<file path="config.mk">
export PLATFORM = sky130hd
export DESIGN_NAME = alu_exception_unit
export DESIGN_NICKNAME = d
export VERILOG_FILES = /design/src/rtl/alu_exception_unit.sv
export SDC_FILE = /design/constraint.sdc
export NUM_CORES = 1
export LEC_CHECK = 0
export CORE_MARGIN = 1
export CORE_UTILIZATION = 38
export CTS_BUF_LIST = sky130_fd_sc_hd__clkbuf_4 sky130_fd_sc_hd__clkbuf_8 sky130_fd_sc_hd__clkbuf_16
export DETAILED_ROUTE_END_ITERATION = 8
export PLACE_DENSITY = 0.75
export SETUP_SLACK_MARGIN = 0.02
export SLEW_MARGIN = 20
export SYNTH_ARGS = -nofsm -noshare
export SYNTH_HDL_FRONTEND = slang
export SYNTH_SLANG_ARGS = --single-unit
</file>
<file path="constraint.sdc">
create_clock -name clk -period 1.7 [get_ports clk]
set_clock_uncertainty 0.05 [all_clocks]
set_input_delay 0.425 -clock clk [delete_from_list [all_inputs] [get_ports clk]]
set_output_delay 0.425 -clock clk [all_outputs]
set_load 0.02 [all_outputs]
</file>
<file path="src/rtl/alu_exception_unit.sv">
// ---------------------------------------------------------------------------
// alu_exception_unit
//   Consumer side of the ALU status interface. It samples the ALU status byte
//   when an instruction commits and keeps the architectural Z/N/C/V flags up
//   to date. It also detects divide-by-zero, misaligned-address and
//   multiply-overflow exceptions, and runs the request/acknowledge/return
//   handshake with the control unit.
//
// Ports:
//   clk          system clock, rising edge
//   rst          asynchronous active-high reset
//   status_in    ALU status byte: [7] zero, [6] mul ovf, [5] carry,
//                [4] negative, [3] misaligned, [2] div-by-zero, [1:0] rsvd
//   status_valid instruction owning status_in commits this cycle
//   pc_in        PC of the committing instruction
//   exc_en       global exception enable
//   exc_ack      control unit accepts the pending exception
//   eret         handler finished, return from exception
//   exc_req      exception pending (held until acknowledged)
//   stall        pipeline hold while an exception is pending
//   in_handler   handler is running
//   cause        00 none, 01 div-by-zero, 10 misaligned, 11 mul overflow
//   pend_bits    every enabled exception bit seen at capture {ovf, mis, dz}
//   epc          PC of the faulting instruction
//   flags        architectural {Z, N, C, V}
//   double_fault sticky: exception detected while the handler was running
//   exc_count    saturating count of captured exceptions
// ---------------------------------------------------------------------------
module alu_exception_unit #(
    parameter logic [7:0]  EXC_MASK  = 8'b0100_1100,
    parameter int unsigned CNT_WIDTH = 8
) (
    input  logic                 clk,
    input  logic                 rst,
    input  logic [7:0]           status_in,
    input  logic                 status_valid,
    input  logic [31:0]          pc_in,
    input  logic                 exc_en,
    input  logic                 exc_ack,
    input  logic                 eret,
    output logic                 exc_req,
    output logic                 stall,
    output logic                 in_handler,
    output logic [1:0]           cause,
    output logic [2:0]           pend_bits,
    output logic [31:0]          epc,
    output logic [3:0]           flags,
    output logic                 double_fault,
    output logic [CNT_WIDTH-1:0] exc_count
);

    localparam int unsigned CAUSE_W = 2;
    localparam int unsigned PEND_W  = 3;
    localparam int unsigned FLAG_W  = 4;

    localparam logic [CAUSE_W-1:0] CAUSE_NONE = 2'b00;
    localparam logic [CAUSE_W-1:0] CAUSE_DZ   = 2'b01;
    localparam logic [CAUSE_W-1:0] CAUSE_MIS  = 2'b10;
    localparam logic [CAUSE_W-1:0] CAUSE_OVF  = 2'b11;

    typedef enum logic [1:0] {
        IDLE    = 2'b00,
        PENDING = 2'b01,
        SERVICE = 2'b10
    } state_t;

    state_t state;

    // Decode of the committing status byte.
    logic [7:0]         masked_c;
    logic               hit_c;
    logic               clean_c;
    logic [CAUSE_W-1:0] cause_c;
    logic [PEND_W-1:0]  pend_c;
    logic [FLAG_W-1:0]  flags_c;
    logic               cnt_full_c;

    always_comb begin
        masked_c = status_in & EXC_MASK;
        hit_c    = status_valid & exc_en & (|masked_c);
        // A committing instruction that does not fault may update the flags.
        clean_c  = status_valid & ~hit_c;
        pend_c   = {masked_c[6], masked_c[3], masked_c[2]};
        flags_c  = {status_in[7], status_in[4], status_in[5], status_in[6]};

        // Divide-by-zero wins over misaligned, which wins over overflow.
        cause_c = CAUSE_NONE;
        if (masked_c[2]) begin
            cause_c = CAUSE_DZ;
        end else if (masked_c[3]) begin
            cause_c = CAUSE_MIS;
        end else if (masked_c[6]) begin
            cause_c = CAUSE_OVF;
        end

        cnt_full_c = &exc_count;
    end

    // Handshake FSM; the state-decoded outputs are registered with the state.
    always_ff @(posedge clk or posedge rst) begin
        if (rst) begin
            state        <= IDLE;
            exc_req      <= 1'b0;
            stall        <= 1'b0;
            in_handler   <= 1'b0;
            cause        <= CAUSE_NONE;
            pend_bits    <= '0;
            epc          <= '0;
            flags        <= '0;
            double_fault <= 1'b0;
            exc_count    <= '0;
        end else begin
            case (state)
                IDLE: begin
                    if (hit_c) begin
                        state     <= PENDING;
                        exc_req   <= 1'b1;
                        stall     <= 1'b1;
                        cause     <= cause_c;
                        pend_bits <= pend_c;
                        epc       <= pc_in;
                        if (!cnt_full_c) begin
                            exc_count <= exc_count + CNT_WIDTH'(1);
                        end
                    end else if (clean_c) begin
                        flags <= flags_c;
                    end
                end

                // Pipeline is frozen: commits are neither captured nor
                // allowed to touch the flags.
                PENDING: begin
                    if (exc_ack) begin
                        state      <= SERVICE;
                        exc_req    <= 1'b0;
                        stall      <= 1'b0;
                        in_handler <= 1'b1;
                    end
                end

                SERVICE: begin
                    if (hit_c) begin
                        double_fault <= 1'b1;
                    end else if (clean_c) begin
                        flags <= flags_c;
                    end
                    if (eret) begin
                        state      <= IDLE;
                        in_handler <= 1'b0;
                        cause      <= CAUSE_NONE;
                        pend_bits  <= '0;
                    end
                end

                default: begin
                    state      <= IDLE;
                    exc_req    <= 1'b0;
                    stall      <= 1'b0;
                    in_handler <= 1'b0;
                end
            endcase
        end
    end

endmodule

</file>
==> summary.txt, run 1 <==
Outcome
  – Outcome: finished, final reports clean

Worst setup path
  – Worst endpoint required time: between 1.5 and 2 ns
  – CP cell instances: or3_4 -> nor2_8 -> buf_6 -> buf_12 -> mux2_4
  – Worst Reg-to-Reg Cells: 5
  – Crit path arrival time: 1.80 ns
  – Critical path class: reg2reg
  – R2R setup slack: 0.04 ns
  – Largest stage delay, worst path: about 0.40 ns
  – Worst setup EP type: register
  – Slowest CP cell: or3_4
  – CP Launch Type: register
  – Crit path max fanout: 5
  – RR Startpoint: state[1]
  – R2R Path End: epc[5]

Die
  – Initial core utilization: between 30% and 40%
  – Core Box Area: 5960 um^2
  – DIE WIDTH: 80.7 um
  – Total die area: 6510 um^2
  – Io pins: 99
  – # rows: 28
  – Die H: 80.7 um

Power and ir drop
  – Comb power frac: 44.0%
  – Internal: 3.29 mW
  – Sequential Power Share: 38.9%
  – P_leak: 1.82 nW
  – Power per cell area: around 1300 nW/um^2
  – Sw Ratio: 34.4%
  – Psw: 1.72 mW
  – Clock power frac: between 15 and 20%
  – Tot Pwr: 5.01 mW
  – Peak supply drop: approximately 0.63 mV

Synthesis
  – FF+latch count, synth: 54
  – Synthesized cell area: 2350 um^2
  – Distinct cells, synth: 34
  – Post-synthesis sequential area ratio: 57.4%
  – Synth warn: 0
  – Syn nets: 203
  – Synth Instances: 156
  – Avg Cell Area, Syn: 15.1 um^2

Final layout
  – Multi-input gate area: 965 um^2
  – # diodes: 0
  – Fill count: slightly below 500
  – Syn-to-layout area delta: 60.8%
  – Nets: 330
  – Share of cells above drive strength 1: 31.3%
  – Fin cells: between 300 and 400
  – Final core occ: 63.6%
  – Seq. cell area: around 1400 um^2

Placed design
  – Placed insts: roughly 340
  – GP Congestion: 0.812
  – # port buffers: between 90 and 100
  – Detailed Place HPWL: between 3000 and 4000 um

CTS
  – CTS tree: done
  – Clk Latency, worst-skew pair: 0.30 ns
  – Clk root buf: clkbuf_8
  – CTS sink count: 54
  – Clk slew on worst S/H paths: 0.10 ns
  – Max clock buf depth: 2
  – Clock buffer count from CTS: 5
  – H-tree depth: 2
  – CTS Hold Buffers Added: 0

STA
  – Endpoints failing setup: 0
  – Worst slew pin tran: 0.339 ns
  – Hold WS: 0.372 ns
  – Final Hold Vio Count: 0
  – Crit path time final: 1.66 ns
  – Fmax: 604 MHz
  – Period utilization: between 90% and 100%
  – Unrepaired setup endpoints after global routing: yes
  – Slew headroom: 77.2%
  – Max Slew Vio Count: 0

Detailed routing
  – Antenna Nets Post-Route: 0
  – Routed length per instance: 14.4 um
  – DR iter-0 viols: 39
  – DRT Wirelength: ~5200 um
  – Total vias in the final route: 1682
  – Via-per-instance ratio: between 4 and 5
  – DR DRC count: 0
  – DRT Pass-1 Iters: 4

Hold path
  – Worst Hold Class: in2async

Global route
  – Total grt overflow: 0
  – Global-route wire length before repair: 8280 um
  – GRT Total Usage: between 10% and 20%
  – Number of global-route vias before repair: about 1600
  – Largest net degree at the start of global routing: 29
  – Initial antenna violation count: 0

Run
  – Total of max-cap violations: 0
==> Yosys cell counts <==
| cell type | count | area [um^2] |
|---|---|---|
| o31ai_1 | 1 | 7.51 |
| nand2b_1 | 1 | 6.26 |
| buf_12 | 3 | 60.1 |
| mux2_1 | 2 | 22.5 |
| o211a_1 | 1 | 10.0 |
| a21o_1 | 2 | 15.0 |
| xnor2_1 | 4 | 35.0 |
| and3_1 | 1 | 6.26 |
| nor3_4 | 1 | 16.3 |
| inv_1 | 4 | 15.0 |
| o22ai_1 | 1 | 6.26 |
| a21oi_1 | 4 | 20.0 |
| nor2_1 | 4 | 15.0 |
| buf_4 | 1 | 7.51 |
| o2bb2ai_1 | 1 | 8.76 |
| nand4_1 | 3 | 18.8 |
| mux2_4 | 30 | 450 |
| nand3_1 | 2 | 10.0 |
| dfrtp_1 | 54 | 1350 |
| buf_6 | 1 | 11.3 |
| nand2_1 | 11 | 41.3 |
| and4bb_2 | 1 | 12.5 |
| o21ai_0 | 2 | 10.0 |
| o211ai_2 | 1 | 12.5 |
| mux2_2 | 4 | 45.0 |
| xor2_1 | 3 | 26.3 |
| or3_4 | 1 | 11.3 |
| nor3_1 | 4 | 20.0 |
| buf_2 | 1 | 5.00 |
| a22o_1 | 3 | 26.3 |
| nor2_8 | 1 | 20.0 |
| nand3b_2 | 1 | 11.3 |
| ha_1 | 1 | 12.5 |
| or3_1 | 1 | 6.26 |
==> logic make-up (layout without fill, tap and decap cells) <==
| group | after synthesis | after routing | synth area share (%) |
|---|---|---|---|
| mux | 36 | 36 | 22.0 |
| flops | 54 | 54 | 57.4 |
| buf+inv | 10 | 138 | 4.20 |
| xor+xnor | 7 | 7 | 2.61 |
| fa+ha+maj | 1 | 1 | 0.532 |
| simple gates | 32 | 32 | 8.29 |
| compound gates | 16 | 16 | 4.94 |
==> registers in the layout, summed over array words and instances, names as in the netlist <==
name	cells
cause	2
double_fault	1
epc	32
exc_count	8
flags	4
in_handler	1
pend_bits	3
stall	1
state	2
==> timing repair <==
| action | in CTS | in global routing |
|---|---|---|
| gates resized for setup | 75 | 8 |
| setup endpoints to repair | 101 | 44 |
| setup buffers | 10 | 0 |
| pin swaps | 9 | 7 |
| gates cloned | 4 | 0 |
==> per-stage QoR <==
step           setup WS, ns  area (um^2)  setup TNS, ns
4_1_cts             -0.0812         3770         -0.372
3_3_place_gp         -0.518         3510         -21.65
3_5_place_dp         -0.564         3510         -23.33
5_1_grt            -0.00830         3780        -0.0284
6_report             0.0447         3780              0
2_1_floorplan        0.0172         2360              0
==> critical path, delay by kind of cell (launching register included) <==
kind / cells / cell delay, ns
buffers and inverters: 2 / 0.26
and+or+nand+nor: 2 / 0.53
muxes: 1 / 0.30
DFF: 1 / 0.39
==> cell type report <==
type                       instances  share of cell area [%]
timing repair buffer             126                    32.9
clock inverter                     3                    1.16
clock buffer                       5                    1.82
sequential                        54                    35.7
inverter                           4                   0.496
tap                               75                    2.48
multi-input combinational         92                    25.5
==> how the worst max path moves through the flow <==
stage,depth (start not counted),slack [ns],startpoint,to
after CTS,6,-0.08,state[1],epc[26]
after floorplan,5,0.02,state[1],epc[0]
after global placement,6,-0.52,status_valid,epc[12]
final,5,0.04,state[1],epc[5]
after detailed placement,6,-0.56,status_valid,epc[12]
after global routing,5,-0.008,state[1],epc[28]
==> power by group through the flow <==
stage | Clock [mW] | Combinational, mW | Sequential [mW]
after floorplan | 0 | 0.731 | 2.50
after global placement | 0 | 2.35 | 1.98
after detailed placement | 0 | 2.40 | 1.98
after CTS | 0.882 | 2.22 | 1.95
after global routing | 0.940 | 2.35 | 2.01
final | 0.856 | 2.20 | 1.95
==> cell usage in the layout (no fill, tap or decap), types with 2 or more instances in the layout <==
cell type and n:
a21o_1 2, a21oi_1 4, a22o_1 3, buf_12 5, buf_16 3, buf_2 2, buf_4 18, buf_6 4
clkbuf_8 5, clkdlybuf4s50_1 38, dfrtp_1 54, dlygate4sd2_1 56, inv_1 3, mux2_2 4, mux2_4 32, nand2_1 10
nand3_1 2, nand4_1 3, nor2_1 4, nor3_1 2, nor3_2 2, o21ai_0 2, xnor2_1 4, xor2_1 3
==> layer usage <==
layer | GRT usage (%) | share of wire, % | routed length, um | up-vias
met5 | 0 | 0 | 0 | -
met4 | 5.54 | 1.3 | 66 | 0
met3 | 3.52 | 6.1 | 318 | 7
met2 | 26.9 | 47 | 2440 | 58
met1 | 22.8 | 45 | 2350 | 810
li1 | - | - | - | 807
(Power assumes the default switching activity.)
==> run 2: changes to the inputs <==
--- a/constraint.sdc
+++ b/constraint.sdc
@@ -3,3 +3,3 @@
 set_input_delay 0.425 -clock clk [delete_from_list [all_inputs] [get_ports clk]]
 set_output_delay 0.425 -clock clk [all_outputs]
-set_load 0.02 [all_outputs]
+set_load 0.05 [all_outputs]
==> run 2 against run 1 <==
  * Utilization rose by 7.7 points
  * First-iteration DRC count rose by 49%
  * Sequential power rose by 16%
  * Sequential cell count did not move
  * Worst hold slack improved by 0.097 ns
  * Clock power fell by 14%
  * Maximum frequency fell by 2.6%
  * Highest routed layer unchanged
==> summary.txt, run 2 (same netlist as run 1, synthesis figures left out) <==
Outcome
  – Outcome: finished, final reports clean (unchanged)

STA
  – Unrepaired setup endpoints after global routing: yes (unchanged)
  – Final Hold Vio Count: 0 (unchanged)
  – Hold WS: 0.468 ns (was 0.372 ns)
  – Crit path time final: 1.70 ns (was 1.66 ns)
  – Fmax: 589 MHz (was 604 MHz)
  – Setup WS post-layout: 0.00108 ns (was 0.0447 ns)
  – Endpoints failing setup: 0 (unchanged)
  – Max Slew Vio Count: 0 (unchanged)
  – Slew headroom: 77.6% (was 77.2%)
  – Worst slew pin tran: 0.333 ns (was 0.339 ns)
  – Period utilization: 99.9% (was 97.4%)

Power and ir drop
  – Sw Ratio: 40.5% (was 34.4%)
  – Sequential Power Share: 31.1% (was 38.9%)
  – Power per cell area: 1720 nW/um^2 (was 1320 nW/um^2)
  – P_leak: 1.94 nW (was 1.82 nW)
  – Tot Pwr: 7.28 mW (was 5.01 mW)
  – Psw: 2.95 mW (was 1.72 mW)
  – Comb power frac: 58.9% (was 44.0%)
  – Clock power frac: 10.1% (was 17.1%)
  – Peak supply drop: 1.10 mV (was 0.628 mV)
  – Internal: 4.33 mW (was 3.29 mW)

Detailed routing
  – DR iter-0 viols: 58 (was 39)
  – Via-per-instance ratio: 4.81 (was 4.69)
  – Antenna Nets Post-Route: 0 (unchanged)
  – DRT Wirelength: 5630 um (was 5180 um)
  – Routed length per instance: 15.9 um (was 14.4 um)
  – Total vias in the final route: 1699 (was 1682)
  – DR DRC count: 0 (unchanged)
  – DRT Pass-1 Iters: 4 (unchanged)

Global route
  – Global-route wire length before repair: 9230 um (was 8280 um)
  – Initial antenna violation count: 0 (unchanged)
  – Total grt overflow: 0 (unchanged)
  – GRT Total Usage: 18.9% (was 16.9%)
  – Number of global-route vias before repair: 1819 (was 1615)
  – Largest net degree at the start of global routing: 36 (was 29)

Placed design
  – # port buffers: 96 (unchanged)
  – Detailed Place HPWL: 4080 um (was 3630 um)
  – GP Congestion: 0.837 (was 0.812)
  – Pre-CTS setup slack: -0.517 ns (was -0.564 ns)
  – Placed Area: 4030 um^2 (was 3510 um^2)

Hold path
  – Worst Hold Class: in2async (unchanged)

Final layout
  – Syn-to-layout area delta: 80.3% (was 60.8%)
  – Register bank with the most flops: epc (unchanged)
  – Most frequent cells in the layout: buf_12, dfrtp_1, clkdlybuf4s50_1 (was dlygate4sd2_1, dfrtp_1, clkdlybuf4s50_1)
  – Share of cells above drive strength 1: 47.8% (was 31.3%)
  – Largest register FFs: 32 (unchanged)
  – # diodes: 0 (unchanged)
  – Nets: 324 (was 330)
  – Largest regs: epc x32, exc_count x8, flags x4 (unchanged)
  – Most common cell after layout, fill and taps aside: buf_12 (was dlygate4sd2_1)
  – Final Instance Area: 4240 um^2 (was 3780 um^2)

Worst setup path
  – Crit path max fanout: 5 (unchanged)
  – Crit path arrival time: 1.83 ns (was 1.80 ns)
  – CP Launch Type: register (unchanged)
  – Worst endpoint required time: 1.83 ns (was 1.84 ns)
  – Worst setup EP type: register (unchanged)
  – R2R setup slack: 0.001 ns (was 0.04 ns)
  – Slowest CP cell: or3_4 (unchanged)
  – Critical path class: reg2reg (unchanged)
  – Largest stage delay, worst path: 0.42 ns (was 0.40 ns)
  – CP cell instances: or3_4 -> nor2_8 -> buf_6 -> clkbuf_16 -> mux2_4 (was or3_4 -> nor2_8 -> buf_6 -> buf_12 -> mux2_4)

CTS
  – Clk Latency, worst-skew pair: 0.29 ns (was 0.30 ns)
  – CTS tree: done (unchanged)
  – Clock buffer count from CTS: 5 (unchanged)
  – Clk root buf: clkbuf_8 (unchanged)
  – CTS sink count: 54 (unchanged)
  – CTS Hold Buffers Added: 0 (unchanged)
  – H-tree depth: 2 (unchanged)
  – Max clock buf depth: 2 (unchanged)
  – Clk slew on worst S/H paths: 0.09 ns (was 0.10 ns)

Die
  – Core Box Area: 5960 um^2 (unchanged)
  – Die H: 80.7 um (unchanged)
  – DIE WIDTH: 80.7 um (unchanged)
  – Io pins: 99 (unchanged)
  – # rows: 28 (unchanged)
  – Total die area: 6510 um^2 (unchanged)
  – Initial core utilization: 39.5% (unchanged)

Run
  – Total of max-cap violations: 0 (unchanged)
## run 2: through the flow
stage	TNS, ns	utilization [%]	std cells
after global routing	-0.552	71.2	353
after global placement	-19.82	67.6	338
after CTS	0	71.4	354
after floorplan	0	-	156
final	0	71.2	353
after detailed placement	-21.23	67.6	338
## run 2: repair_timing
action / in CTS / in global routing
resized for setup: 15 / 4
setup endpoints to repair: 41 / 31
pin swaps: 7 / 2
gates cloned: 3 / 1
setup buffers: 6 / 0
## run 2: worst paths after layout
| check | startpoint | to | cells past startpoint |
|---|---|---|---|
| min in group clk | double_fault | double_fault | 1 |
| worst min register to register | double_fault | double_fault | 1 |
| worst max-delay path | state[0] | epc[20] | 5 |
| worst max register to register | state[0] | epc[20] | 5 |
| worst min-delay path | rst | epc[23] | 3 |
| max in group asynchronous | rst | epc[3] | 3 |
## run 2: power groups by stage
stage / sequential (mW) / clock (mW) / combinational, mW
detailed placement: 2.27 / 0 / 4.24
floorplan: 3.46 / 0 / 0.754
global placement: 2.26 / 0 / 4.17
global route: 2.32 / 0.824 / 4.44
finish: 2.26 / 0.732 / 4.29
CTS: 2.26 / 0.761 / 4.31
## run 2: per-layer routing
layer	share of wire, %	GRT usage [%]
met5	0	0
met4	0.68	5.71
met3	5.5	3.41
met2	51	32.1
met1	43	24.5
## run 2: cell type report
type | instances | area, um^2
Clock buffer | 7 | 90.1
Clock inverter | 1 | 5.00
Fill cell | 401 | 1710
Inverter | 4 | 18.8
Multi-Input combinational cell | 92 | 913
Sequential cell | 54 | 1350
Tap cell | 75 | 93.8
Timing Repair Buffer | 120 | 1770
## run 2: critical path, delay by kind of cell, from the launching register on
| kind | cells | cell delay [ns] |
|---|---|---|
| buf+inv | 2 | 0.29 |
| simple gates | 2 | 0.56 |
| flops | 1 | 0.39 |
| mux | 1 | 0.29 |
==> run 3: changes to the inputs <==
CORE_UTILIZATION = 46   (was 38)
PLACE_DENSITY = 0.85   (was 0.75)
clock period = 2.2 ns   (was 1.7 ns; I/O delays follow)
==> run 3 against run 2 <==
  * Utilization rose by 1.9 points
  * Routed wire length decreased by 9.0%
  * Clock-buffer cell count down 1
  * Clock power down 29%
  * Largest power group unchanged
  * Register-to-register slack gained 0.42 ns
  * Worst hold slack worse by 0.065 ns
  * Non-clock buffer count fell by 11
  * Global-route usage increased by 0.96 points
  * Worst setup slack better by 0.079 ns
==> summary.txt, run 3 (same netlist as run 1, synthesis figures left out) <==
Global route
  – GRT Total Usage: 19.9% (was 18.9%)
  – Total grt overflow: 0 (unchanged)
  – Global-route wire length before repair: 8010 um (was 9230 um)
  – Number of global-route vias before repair: 1619 (was 1819)
  – Initial antenna violation count: 0 (unchanged)
  – Largest net degree at the start of global routing: 31 (was 36)

Worst setup path
  – Worst endpoint required time: 1.60 ns (was 1.83 ns)
  – CP Launch Type: register (unchanged)
  – Slowest CP cell: clkdlybuf4s50_1 (was or3_4)
  – Worst Path Buf+Inv: 1 (was 2)
  – Worst setup EP type: output port (was register)
  – Largest stage delay, worst path: 0.82 ns (was 0.42 ns)
  – Crit path max fanout: 4 (was 5)
  – Crit path arrival time: 1.52 ns (was 1.83 ns)
  – Critical path class: reg2out (was reg2reg)
  – CP delay by family, top: buffers and inverters (was simple AND/OR/NAND/NOR gates)
  – CP cell instances: clkdlybuf4s50_1 (was or3_4 -> nor2_8 -> buf_6 -> clkbuf_16 -> mux2_4)

CTS
  – H-tree depth: 2 (unchanged)
  – Clock buffer count from CTS: 5 (unchanged)
  – Max clock buf depth: 2 (unchanged)
  – CTS Hold Buffers Added: 0 (unchanged)
  – CTS sink count: 54 (unchanged)
  – # Post-CTS Setup Buffers: 0 (was 6)
  – Clk root buf: clkbuf_8 (unchanged)
  – Clk Latency, worst-skew pair: 0.29 ns (about the same)
  – Post-CTS sizing: 0 (was 15)
  – CTS tree: done (unchanged)
  – Clk slew on worst S/H paths: 0.09 ns (about the same)

Final layout
  – Largest regs: epc x32, exc_count x8, flags x4 (unchanged)
  – Share of cells above drive strength 1: 23.7% (was 47.8%)
  – Register bank with the most flops: epc (unchanged)
  – Syn-to-layout area delta: 49.7% (was 80.3%)
  – Final Instance Area: 3520 um^2 (was 4240 um^2)
  – Most common cell after layout, fill and taps aside: clkdlybuf4s50_1 (was buf_12)
  – Most frequent cells in the layout: clkdlybuf4s50_1, dfrtp_1, mux2_4 (was buf_12, dfrtp_1, clkdlybuf4s50_1)
  – Nets: 313 (was 324)
  – # diodes: 0 (unchanged)
  – Largest register FFs: 32 (unchanged)
  – Fill count: 347 (was 401)

Detailed routing
  – Total vias in the final route: 1637 (was 1699)
  – DR DRC count: 0 (unchanged)
  – DR iter-0 viols: 61 (was 58)
  – DRT Pass-1 Iters: 4 (unchanged)
  – Via-per-instance ratio: 4.92 (was 4.81)
  – DRT Wirelength: 5120 um (was 5630 um)
  – Routed length per instance: 15.4 um (was 15.9 um)
  – Antenna Nets Post-Route: 0 (unchanged)

Die
  – Initial core utilization: 48.9% (was 39.5%)
  – Io pins: 99 (unchanged)
  – Die H: 73.5 um (was 80.7 um)
  – DIE WIDTH: 73.5 um (was 80.7 um)
  – Total die area: 5410 um^2 (was 6510 um^2)
  – Core Box Area: 4820 um^2 (was 5960 um^2)
  – # rows: 25 (was 28)

Placed design
  – Placed Area: 3430 um^2 (was 4030 um^2)
  – GP Congestion: 0.803 (was 0.837)
  – Detailed Place HPWL: 3940 um (was 4080 um)
  – # port buffers: 96 (unchanged)

Power and ir drop
  – Sequential Power Share: 33.6% (was 31.1%)
  – Psw: 2.07 mW (was 2.95 mW)
  – Internal: 2.55 mW (was 4.33 mW)
  – Power per cell area: 1310 nW/um^2 (was 1720 nW/um^2)
  – P_leak: 1.61 nW (was 1.94 nW)
  – Comb power frac: 55.1% (was 58.9%)
  – Sw Ratio: 44.8% (was 40.5%)
  – Peak supply drop: 0.949 mV (was 1.10 mV)
  – Clock power frac: 11.3% (was 10.1%)

Outcome
  – Outcome: finished, final reports clean (unchanged)

STA
  – Slew headroom: 64.9% (was 77.6%)
  – Final TNS setup: 0 ns (unchanged)
  – Worst slew pin tran: 0.525 ns (was 0.333 ns)
  – Period utilization: 96.4%
  – Unrepaired setup endpoints after global routing: no (was yes)
  – Endpoints failing setup: 0 (unchanged)
  – Final Hold Vio Count: 0 (unchanged)
  – Crit path time final: 2.12 ns
  – Fmax: 472 MHz
  – Max Slew Vio Count: 0 (unchanged)

Hold path
  – Worst Hold Class: in2async (unchanged)

Run
  – Total of max-cap violations: 0 (unchanged)
run 3: cell count changes in the layout (fill, tap and decap cells not counted), moves of 2 or more:
cell             delta
buf_12             -53
buf_16              -2
buf_4               -2
buf_6               -4
clkdlybuf4s15_2     -2
clkdlybuf4s50_1    +53
dfrtp_1             +2
dfrtp_2             -2
dlygate4sd2_1       -3
dlymetal6s2s_1      +3
mux2_1              +2
mux2_4              -2
run 3: worst paths after layout:
kind / startpoint / cells past startpoint / slack (ns) / to
setup / recovery: exc_count[5] / 1 / 0.08 / exc_count[5]
hold / removal: rst / 2 / 0.40 / epc[13]
setup reg to reg: state[1] / 4 / 0.42 / epc[12]
hold reg to reg: double_fault / 1 / 0.43 / double_fault
max in group asynchronous: rst / 3 / 1.16 / epc[10]
min in group clk: double_fault / 1 / 0.43 / double_fault
run 3: per-layer routing:
metal | vias to the layer above | track usage (%) | wire length, um
met5 | - | 0 | 0
met4 | 0 | 5.13 | 53
met3 | 6 | 6.31 | 462
met2 | 72 | 32.2 | 2340
met1 | 791 | 25.9 | 2260
li1 | 768 | - | -
run 3: final cells by class:
cell class,instances,area [um^2],area share (%)
Sequential cell,54,1350,38.4
Multi-Input combinational cell,92,903,25.6
Clock buffer,6,76.3,2.17
Inverter,4,15.0,0.426
Clock inverter,1,7.51,0.213
Tap cell,67,83.8,2.38
Timing Repair Buffer,109,1090,30.8
run 3: stage by stage:
step | setup WS, ns | std cells | utilization (%) | total power, mW | hold slack (ns)
6_report | 0.0798 | 333 | 73.1 | 4.62 | 0.403
2_1_floorplan | 0.285 | 156 | - | 3.25 | 0.467
4_1_cts | 0.0458 | 333 | 73.0 | 4.66 | 0.392
3_3_place_gp | -0.135 | 326 | 71.2 | 4.07 | 0.408
5_1_grt | 0.0335 | 333 | 73.1 | 4.82 | 0.385
3_5_place_dp | -0.151 | 326 | 71.2 | 4.12 | 0.408
run 3: power groups by stage:
stage / registers (mW) / clock network, mW / logic (mW)
floorplan: 2.67 / 0 / 0.582
global placement: 1.54 / 0 / 2.52
detailed placement: 1.57 / 0 / 2.55
CTS: 1.55 / 0.542 / 2.57
global route: 1.60 / 0.583 / 2.64
finish: 1.55 / 0.523 / 2.54
